--- src/rtl/aes_ctrl_fsm.sv ---
`default_nettype none
// +-----------------------------------------------------------------------------+
// | aes_ctrl_fsm : sequencing controller for the AES engine and its streamers    |
// | Revision     : 1.0                                                           |
// +-----------------------------------------------------------------------------+

package aes_ctrl_pkg;

  typedef enum logic [1:0] {
    AES_IDLE     = 2'd0,
    AES_STARTING = 2'd1,
    AES_WORKING  = 2'd2,
    AES_FINISHED = 2'd3
  } aes_state_t;

  typedef struct packed {
    logic ready_start;
    logic done;
  } stream_flags_t;

  typedef struct packed {
    stream_flags_t plaintext_source_flags;
    stream_flags_t chipertext_sink_flags;
    logic          tcdm_fifo_empty;
  } flags_streamer_t;

  typedef struct packed {
    logic        chipertext_valid;
    logic [15:0] chunk_cnt;
  } flags_engine_t;

  typedef struct packed {
    logic        req_start;
    logic [31:0] base_addr;
    logic [31:0] trans_size;
    logic [15:0] line_stride;
    logic [15:0] line_length;
    logic [15:0] feat_length;
  } stream_ctrl_t;

  typedef struct packed {
    stream_ctrl_t plaintext_source_ctrl;
    stream_ctrl_t chipertext_sink_ctrl;
  } ctrl_streamer_t;

  typedef struct packed {
    logic clear;
    logic enable;
    logic start;
  } ctrl_engine_t;

endpackage

module aes_ctrl_fsm
  import aes_ctrl_pkg::*;
#(
  parameter int unsigned NB_WIDTH        = 16,
  parameter int unsigned WORDS_PER_BLOCK = 8
) (
  input  logic                clk_i,
  input  logic                rst_ni,
  input  logic                clear_i,
  input  logic                start_i,
  input  logic [31:0]         plaintext_addr_i,
  input  logic [31:0]         ciphertext_addr_i,
  input  logic [NB_WIDTH-1:0] num_blocks_i,
  input  flags_streamer_t     flags_streamer_i,
  input  flags_engine_t       flags_engine_i,
  output ctrl_streamer_t      ctrl_streamer_o,
  output ctrl_engine_t        ctrl_engine_o,
  output aes_state_t          state_o,
  output logic                busy_o,
  output logic                done_o
);

  aes_state_t          state_q, state_d;
  logic [31:0]         paddr_q, paddr_d;
  logic [31:0]         caddr_q, caddr_d;
  logic [NB_WIDTH-1:0] nblk_q, nblk_d;
  logic [NB_WIDTH-1:0] cnt_q, cnt_d;
  logic                sink_seen_q, sink_seen_d;
  logic                zero_done_q, zero_done_d;
  logic                req_go;
  logic                job_exit;
  logic [31:0]         trans_size;

  // Source done and the engine chunk count carry no sequencing information here.
  logic unused_flags;
  assign unused_flags = ^{flags_engine_i.chunk_cnt,
                          flags_streamer_i.plaintext_source_flags.done};

  assign job_exit = (cnt_q == nblk_q)
                  && (sink_seen_q || flags_streamer_i.chipertext_sink_flags.done)
                  && flags_streamer_i.tcdm_fifo_empty;

  always_comb begin
    state_d     = state_q;
    paddr_d     = paddr_q;
    caddr_d     = caddr_q;
    nblk_d      = nblk_q;
    cnt_d       = cnt_q;
    sink_seen_d = sink_seen_q;
    zero_done_d = 1'b0;
    req_go      = 1'b0;

    unique case (state_q)
      AES_IDLE: begin
        if (start_i) begin
          if (num_blocks_i != '0) begin
            paddr_d     = plaintext_addr_i;
            caddr_d     = ciphertext_addr_i;
            nblk_d      = num_blocks_i;
            cnt_d       = '0;
            sink_seen_d = 1'b0;
            state_d     = AES_STARTING;
          end else begin
            zero_done_d = 1'b1;
          end
        end
      end
      AES_STARTING: begin
        if (flags_streamer_i.plaintext_source_flags.ready_start &&
            flags_streamer_i.chipertext_sink_flags.ready_start) begin
          req_go  = 1'b1;
          state_d = AES_WORKING;
        end
      end
      AES_WORKING: begin
        // Counter saturates at the job length so late valids cannot block the exit.
        if (flags_engine_i.chipertext_valid && (cnt_q != nblk_q))
          cnt_d = cnt_q + NB_WIDTH'(1);
        if (flags_streamer_i.chipertext_sink_flags.done)
          sink_seen_d = 1'b1;
        if (job_exit)
          state_d = AES_FINISHED;
      end
      AES_FINISHED: begin
        state_d = AES_IDLE;
      end
      default: begin
        state_d = AES_IDLE;
      end
    endcase

    if (clear_i) begin
      state_d     = AES_IDLE;
      paddr_d     = '0;
      caddr_d     = '0;
      nblk_d      = '0;
      cnt_d       = '0;
      sink_seen_d = 1'b0;
      zero_done_d = 1'b0;
      req_go      = 1'b0;
    end
  end

  always_ff @(posedge clk_i or negedge rst_ni) begin
    if (!rst_ni) begin
      state_q     <= AES_IDLE;
      paddr_q     <= '0;
      caddr_q     <= '0;
      nblk_q      <= '0;
      cnt_q       <= '0;
      sink_seen_q <= 1'b0;
      zero_done_q <= 1'b0;
    end else begin
      state_q     <= state_d;
      paddr_q     <= paddr_d;
      caddr_q     <= caddr_d;
      nblk_q      <= nblk_d;
      cnt_q       <= cnt_d;
      sink_seen_q <= sink_seen_d;
      zero_done_q <= zero_done_d;
    end
  end

  assign trans_size = 32'(nblk_q) * 32'(WORDS_PER_BLOCK);

  always_comb begin
    ctrl_streamer_o = '0;

    ctrl_streamer_o.plaintext_source_ctrl.req_start   = req_go;
    ctrl_streamer_o.plaintext_source_ctrl.base_addr   = paddr_q;
    ctrl_streamer_o.plaintext_source_ctrl.trans_size  = trans_size;
    ctrl_streamer_o.plaintext_source_ctrl.line_stride = 16'(4 * WORDS_PER_BLOCK);
    ctrl_streamer_o.plaintext_source_ctrl.line_length = 16'(WORDS_PER_BLOCK);
    ctrl_streamer_o.plaintext_source_ctrl.feat_length = 16'd1;

    ctrl_streamer_o.chipertext_sink_ctrl.req_start    = req_go;
    ctrl_streamer_o.chipertext_sink_ctrl.base_addr    = caddr_q;
    ctrl_streamer_o.chipertext_sink_ctrl.trans_size   = trans_size;
    ctrl_streamer_o.chipertext_sink_ctrl.line_stride  = 16'(4 * WORDS_PER_BLOCK);
    ctrl_streamer_o.chipertext_sink_ctrl.line_length  = 16'(WORDS_PER_BLOCK);
    ctrl_streamer_o.chipertext_sink_ctrl.feat_length  = 16'd1;
  end

  always_comb begin
    ctrl_engine_o        = '0;
    ctrl_engine_o.clear  = (state_q == AES_FINISHED);
    ctrl_engine_o.enable = (state_q == AES_WORKING);
    ctrl_engine_o.start  = req_go;
  end

  assign state_o = state_q;
  assign busy_o  = (state_q != AES_IDLE);
  assign done_o  = (state_q == AES_FINISHED) || zero_done_q;

endmodule

`default_nettype wire
--- config.mk ---
export PLATFORM = sky130hd
export DESIGN_NAME = aes_ctrl_fsm
export DESIGN_NICKNAME = d
export VERILOG_FILES = /design/src/rtl/aes_ctrl_fsm.sv
export SDC_FILE = /design/constraint.sdc
export NUM_CORES = 1
export LEC_CHECK = 0
export BUFFER_PORTS_ARGS = -buffer_cell sky130_fd_sc_hd__buf_4
export CAP_MARGIN = 20
export CELL_PAD_IN_SITES_DETAIL_PLACEMENT = 1
export CELL_PAD_IN_SITES_GLOBAL_PLACEMENT = 2
export CORE_MARGIN = 1
export CORE_UTILIZATION = 26
export DETAILED_ROUTE_END_ITERATION = 10
export PLACE_DENSITY = 0.87
export SETUP_SLACK_MARGIN = 0.1
export SLEW_MARGIN = 40
export SYNTH_ARGS = -nofsm -noshare
export SYNTH_HDL_FRONTEND = slang
export SYNTH_SLANG_ARGS = --single-unit
--- constraint.sdc ---
create_clock -name clk_i -period 3.7 [get_ports clk_i]
set_input_delay 0.74 -clock clk_i [delete_from_list [all_inputs] [get_ports clk_i]]
set_output_delay 0.74 -clock clk_i [all_outputs]
set_load 0.005 [all_outputs]
==> results of run 1 <==
per-layer routing:
layer / track usage, % / up-vias / part of all wire [%]
met2: 26.3 / 199 / 52
met4: 3.37 / 0 / 0.89
met5: 0 / - / 0
met3: 2.78 / 9 / 6.0
met1: 18.9 / 2282 / 41
li1: - / 2091 / -
worst max-delay path, cell delays in order, from the launching register on:
cell and delay, ns:
dfrtp_1 0.44, inv_1 0.13, ha_1 0.23, nor3b_1 0.47, buf_4 0.20
cell usage after synthesis (2+ instances only):
cell type  number  area (um^2)
buf_4         147         1100
xnor2_1        16          140
o211ai_1        3         22.5
o311ai_0        4         35.0
o41a_1          2         22.5
or4_4           2         22.5
nor3_1          2         10.0
inv_1           8         30.0
nand4_1         9         56.3
a21oi_1        44          220
conb_1          2         7.51
and4_1          2         17.5
o21a_1          2         15.0
nor3b_1         2         15.0
nand2b_1        3         18.8
ha_1            6         75.1
or2_2           2         12.5
nand2_1        92          345
buf_2           9         45.0
o21ai_0         5         25.0
a211o_1         3         26.3
o31a_1          2         17.5
a22o_1         43          377
and3_1          3         18.8
or4_1           3         22.5
dfrtp_1       100         2500
a32oi_1         2         17.5
clkbuf_1       22         82.6
nor2_1         11         41.3
a31oi_1         6         37.5
nand3_1        16         80.1
nor4_1          3         18.8
report_power, final:
group	internal [mW]	total [mW]	switching (mW)	leakage, nW
Combinational	0.593	1.28	0.687	2.12
Clock	0.551	1.05	0.497	0.159
Sequential	1.27	1.43	0.158	1.35
sequential cells by signal, summed over array words and instances (netlist names):
signal / flops
cnt_q: 16
nblk_q: 16
paddr_q: 32
caddr_q: 32
zero_done_q: 1
sink_seen_q: 1
state_o: 2
path summary, 6_finish.rpt:
| kind | startpoint | to | cells after the start |
|---|---|---|---|
| min in group clk_i | sink_seen_q$_DFFE_PN0P_ | sink_seen_q$_DFFE_PN0P_ | 1 |
| max reg2reg | state_o[0]$_DFFE_PN0P_ | paddr_q[3]$_DFFE_PN0P_ | 7 |
| min reg2reg | sink_seen_q$_DFFE_PN0P_ | sink_seen_q$_DFFE_PN0P_ | 1 |
| max in group asynchronous | rst_ni | nblk_q[6]$_DFFE_PN0P_ | 2 |
| min | rst_ni | nblk_q[10]$_DFFE_PN0P_ | 1 |
| max | state_o[1]$_DFFE_PN0P_ | ctrl_streamer_o[112] | 4 |
cell type report:
type / count / area (um^2) / area share, %
multi-input cells: 432 / 2370 / 33.3
clock buffers: 9 / 225 / 3.16
repair buffers: 204 / 1560 / 21.8
flip-flops and latches: 100 / 2500 / 35.1
well taps: 275 / 344 / 4.83
inverters: 8 / 30.0 / 0.421
clock inverters: 7 / 97.6 / 1.37
cells in the final DEF, fill, tap and decap left out, types with 3 or more instances in the layout:
cell,Yosys,routed
a211o_1,3,3
a21oi_1,44,43
a22o_1,43,43
a31oi_1,6,6
and3_1,3,3
buf_4,147,202
clkbuf_16,0,9
conb_1,2,128
dfrtp_1,100,100
ha_1,6,6
inv_1,8,8
inv_8,0,3
nand2_1,92,91
nand2b_1,3,3
nand3_1,16,16
nand4_1,9,9
nor2_1,11,10
nor4_1,3,3
o211ai_1,3,3
o21ai_0,5,5
o311ai_0,4,4
or4_1,3,3
xnor2_1,16,16
kinds of logic (layout without fill, tap and decap cells):
group / after synthesis / in the layout / synth area share, %
xor gates and xnor gates: 16 / 16 / 2.48
AOI/OAI and AO/OA: 125 / 125 / 16.2
and+or+nand+nor: 156 / 156 / 12.9
other: 2 / 128 / 0.133
buffers and inverters: 187 / 228 / 22.4
DFF: 100 / 100 / 44.4
muxes: 1 / 1 / 0.177
adders and majority gates: 6 / 6 / 1.33
through the flow:
stage          setup slack [ns]  util (%)  cell area, um^2  instances
2_1_floorplan              1.15         -             6110        719
3_3_place_gp              0.720      32.1             6800       1019
3_5_place_dp              0.780      32.2             6800       1019
4_1_cts                    1.04      33.7             7130       1035
5_1_grt                   0.997      33.7             7130       1035
6_report                   1.13      33.7             7130       1035
==> flow_summary.toml, run 1 <==
[logic_synthesis]
yosysSeqAreaShare_pct = 44.4
synthCells = 593
avgSynthCellArea_um2 = 9.51
async_reset_ff_share_pct = 100
synth-seq-cells = 100
synth_flop_cell = "dfrtp_1"
yosysWarnings = 0
synth_edf_count = 0
syn_area_um2 = 5640
synth_cell_types = 49

[worst_hold_path]
hp-class = "in -> async"

[die]
rows = 53
die_x_um = 149
die_area_um2 = 22300
io_pins = 339
core_area_um2 = 21200
die_h_um = 149
start_util_pct = 26.7

[sta]
drv_slew = 0
report.final.hold_viol_count = 0
whs_ns = 0.405
timing.fmax_ghz = 0.390
setup_viol = 0
max_slew_margin_pct = 49.5
min_period_over_period_pct = 69.4
min_period_ns = 2.57
skew_ns = 0.0113
worst_pin_slew_ns = 0.750
finalSetupTns_ns = 0
grt_setup_unrepaired = "false"

[global_routing]
grt.overflow.total = 0
grt_max_degree = 52
antenna_found_initial = 0
grt_pass1_vias = 4475
grt_use_total_pct = 15.0
grt_pass1_wl_mm = 25.5

[clocking]
hold_buffers = 0
root_buffer = "clkbuf_16"
post-cts-setup-buffer-count = 0
clock_sinks = 100
cts_resized = 0
cts_tree = "built"
htree_num_levels = 3
clockBufferDepth = 2
clock_latency_ns = 0.36
clk_pin_slew_worst_paths_ns = 0.08
cts_buffers = 9

[placed_design]
port_buffers = 193
place_hpwl_mm = 12.5
gp_congestion = 0.774

[run_status]
status = "complete, no violations"

[detailed_routing]
ant_nets = 0
drt-pass1-iter-count = 4
viasPerCell = 4.43
route.detailed.drc = 0
routed_wl_mm = 16.9
dr.first_iter.drc_count = 340
vias = 4581
wire_per_inst_um = 16.4

[pwr]
power_density_nw_per_um2 = 527
irDropWorstVdd_mv = 0.242
p_leak_nw = 3.64
power_mw = 3.75

[cells_and_area]
diodes = 0
final_nets = 867
drive_above_1_share_pct = 30.5
fillers = 2473
area_growth_pct = 26.3

[setup_path]
worstPathRequired_ns = 2.96
arrival_ns = 1.83
crit_fanout = 5
r2r_slack_ns = 1.40
cp-end-kind = "output pin"
critPathLaunchType = "flip-flop"
path_class = "reg -> out"

[job]
maxCapViolations = 0
No activity file was read; power rests on OpenSTA's default activity.
==> inputs of run 2 (changes only) <==
- CORE_UTILIZATION: 26 -> 22
- PLACE_DENSITY: 0.87 -> 0.78
- clock period: 3.7 -> 2.3 ns (I/O delays scaled with it)
==> run 2 against run 1 <==
Largest power group is now combinational logic. Critical endpoint is now cnt_q[3]$_DFFE_PN0P_. First-iteration DRC count shrank 33%. Power up 63%. Global-route usage down 2.0 points. Critical path type is now reg -> reg.
==> flow_summary.toml, run 2 (synthesized netlist as in run 1, its figures left out) <==
[detailed_routing]
wire_per_inst_um = 15.6
viasPerCell = 4.10
dr.first_iter.drc_count = 229
ant_nets = 0
vias = 4600
routed_wl_mm = 17.5
drt-pass1-iter-count = 4
route.detailed.drc = 0

[global_routing]
grt_use_total_pct = 12.9
antenna_found_initial = 0
grt_pass1_vias = 4454
grt.overflow.total = 0
grt_max_degree = 101
grt_pass1_wl_mm = 26.1

[setup_path]
arrival_ns = 2.39
path_class = "reg -> reg"
crit_fanout = 9
cp-end-kind = "flip-flop"
worstPathRequired_ns = 2.53
critPathLaunchType = "flip-flop"

[clocking]
cts_tree = "built"
cts_buffers = 9
root_buffer = "clkbuf_16"
clockBufferDepth = 2
post-cts-setup-buffer-count = 0
htree_num_levels = 3
clk_pin_slew_worst_paths_ns = 0.08
clock_latency_ns = 0.35
clock_sinks = 100
hold_buffers = 0

[placed_design]
port_buffers = 193
place_hpwl_mm = 13.1
place_area_um2 = 7160
gp_congestion = 0.784
place_inst = 1106

[die]
core_area_um2 = 25200
die_area_um2 = 26300
die_h_um = 162
start_util_pct = 22.4
die_x_um = 162
rows = 58
io_pins = 339

[pwr]
p_sw_share_pct = 36.0
clock_power_share_pct = 25.7
seqPwrFrac_pct = 36.7
p_leak_nw = 3.80
p_comb_share_pct = 37.6
power_density_nw_per_um2 = 820
irDropWorstVdd_mv = 0.357
power_mw = 6.13
power_switching_mw = 2.21
p_int_mw = 3.93

[sta]
setup_viol = 0
max_slew_margin_pct = 59.0
worst_pin_slew_ns = 0.615
drv_slew = 0
skew_ns = 0.00697
min_period_over_period_pct = 93.9
timing.fmax_ghz = 0.463
finalSetupTns_ns = 0
whs_ns = 0.145
grt_setup_unrepaired = "true"
report.final.hold_viol_count = 0
min_period_ns = 2.16

[cells_and_area]
finalInstanceArea_um2 = 7480
final_common_cell = "buf_4"
finalNonFillerCells = 1122
drive_above_1_share_pct = 33.7
area_growth_pct = 32.6
top_regs = "caddr_q: 32 flops, paddr_q: 32 flops"
fillers = 2966
mostFrequentLayoutCells = "buf_4, conb_1, dfrtp_1"
final_nets = 899
diodes = 0

[run_status]
status = "complete, no violations"

[worst_hold_path]
hp-class = "in -> async"

[job]
maxCapViolations = 0
[run 2: power by group through the flow]
stage / registers, mW / logic, mW / clock network, mW
4_1_cts: 2.26 / 2.35 / 1.66
3_5_place_dp: 2.29 / 2.35 / 0
6_report: 2.25 / 2.30 / 1.58
3_3_place_gp: 2.28 / 2.32 / 0
2_1_floorplan: 2.29 / 1.20 / 0
5_1_grt: 2.30 / 2.54 / 1.71
[run 2: layer usage]
layer	vias up	global-route usage [%]	share of wire, %
met5	-	0	0
li1	2156	-	-
met1	2243	16.6	43
met3	10	2.22	5.7
met4	0	3.43	1.1
met2	191	22.3	50
[run 2: final timing paths]
check / start / end / slack, ns / cells past startpoint
hold reg to reg: sink_seen_q$_DFFE_PN0P_ / sink_seen_q$_DFFE_PN0P_ / 0.50 / 1
hold / removal: rst_ni / cnt_q[11]$_DFFE_PN0P_ / 0.15 / 2
min in group clk_i: ciphertext_addr_i[10] / caddr_q[10]$_DFFE_PN0P_ / 0.32 / 2
setup / recovery: nblk_q[0]$_DFFE_PN0P_ / cnt_q[3]$_DFFE_PN0P_ / 0.14 / 6
max in group asynchronous: rst_ni / zero_done_q$_DFF_PN0_ / 1.67 / 2
setup reg to reg: nblk_q[0]$_DFFE_PN0P_ / cnt_q[3]$_DFFE_PN0P_ / 0.14 / 6
[run 2: repair_timing]
item,4_1_cts,5_1_grt
gates resized for setup,1,2
pin swaps,0,1
endpoints found under the setup margin,3,8
[run 2: layout make-up]
class	count	area (um^2)	share of cell area, %
Clock buffer	9	225	3.01
Sequential cell	100	2500	33.5
Inverter	8	30.0	0.401
Tap cell	330	413	5.52
Clock inverter	7	80.1	1.07
Multi-Input combinational cell	432	2380	31.9
Timing Repair Buffer	236	1850	24.7
[run 2: critical path, stage by stage (launching register included)]
cell,delay (ns)
dfrtp_1,0.46
xnor2_1,0.28
nand4_1,0.22
o41a_1,0.57
buf_4,0.23
a32oi_1,0.18
nand2_1,0.09
[run 2: per-stage QoR]
stage / worst slack [ns] / util, %
finish: 0.140 / 29.7
global route: 0.0545 / 29.7
CTS: 0.164 / 29.7
detailed placement: -0.198 / 28.5
global placement: -0.169 / 28.5
floorplan: 0.0361 / -
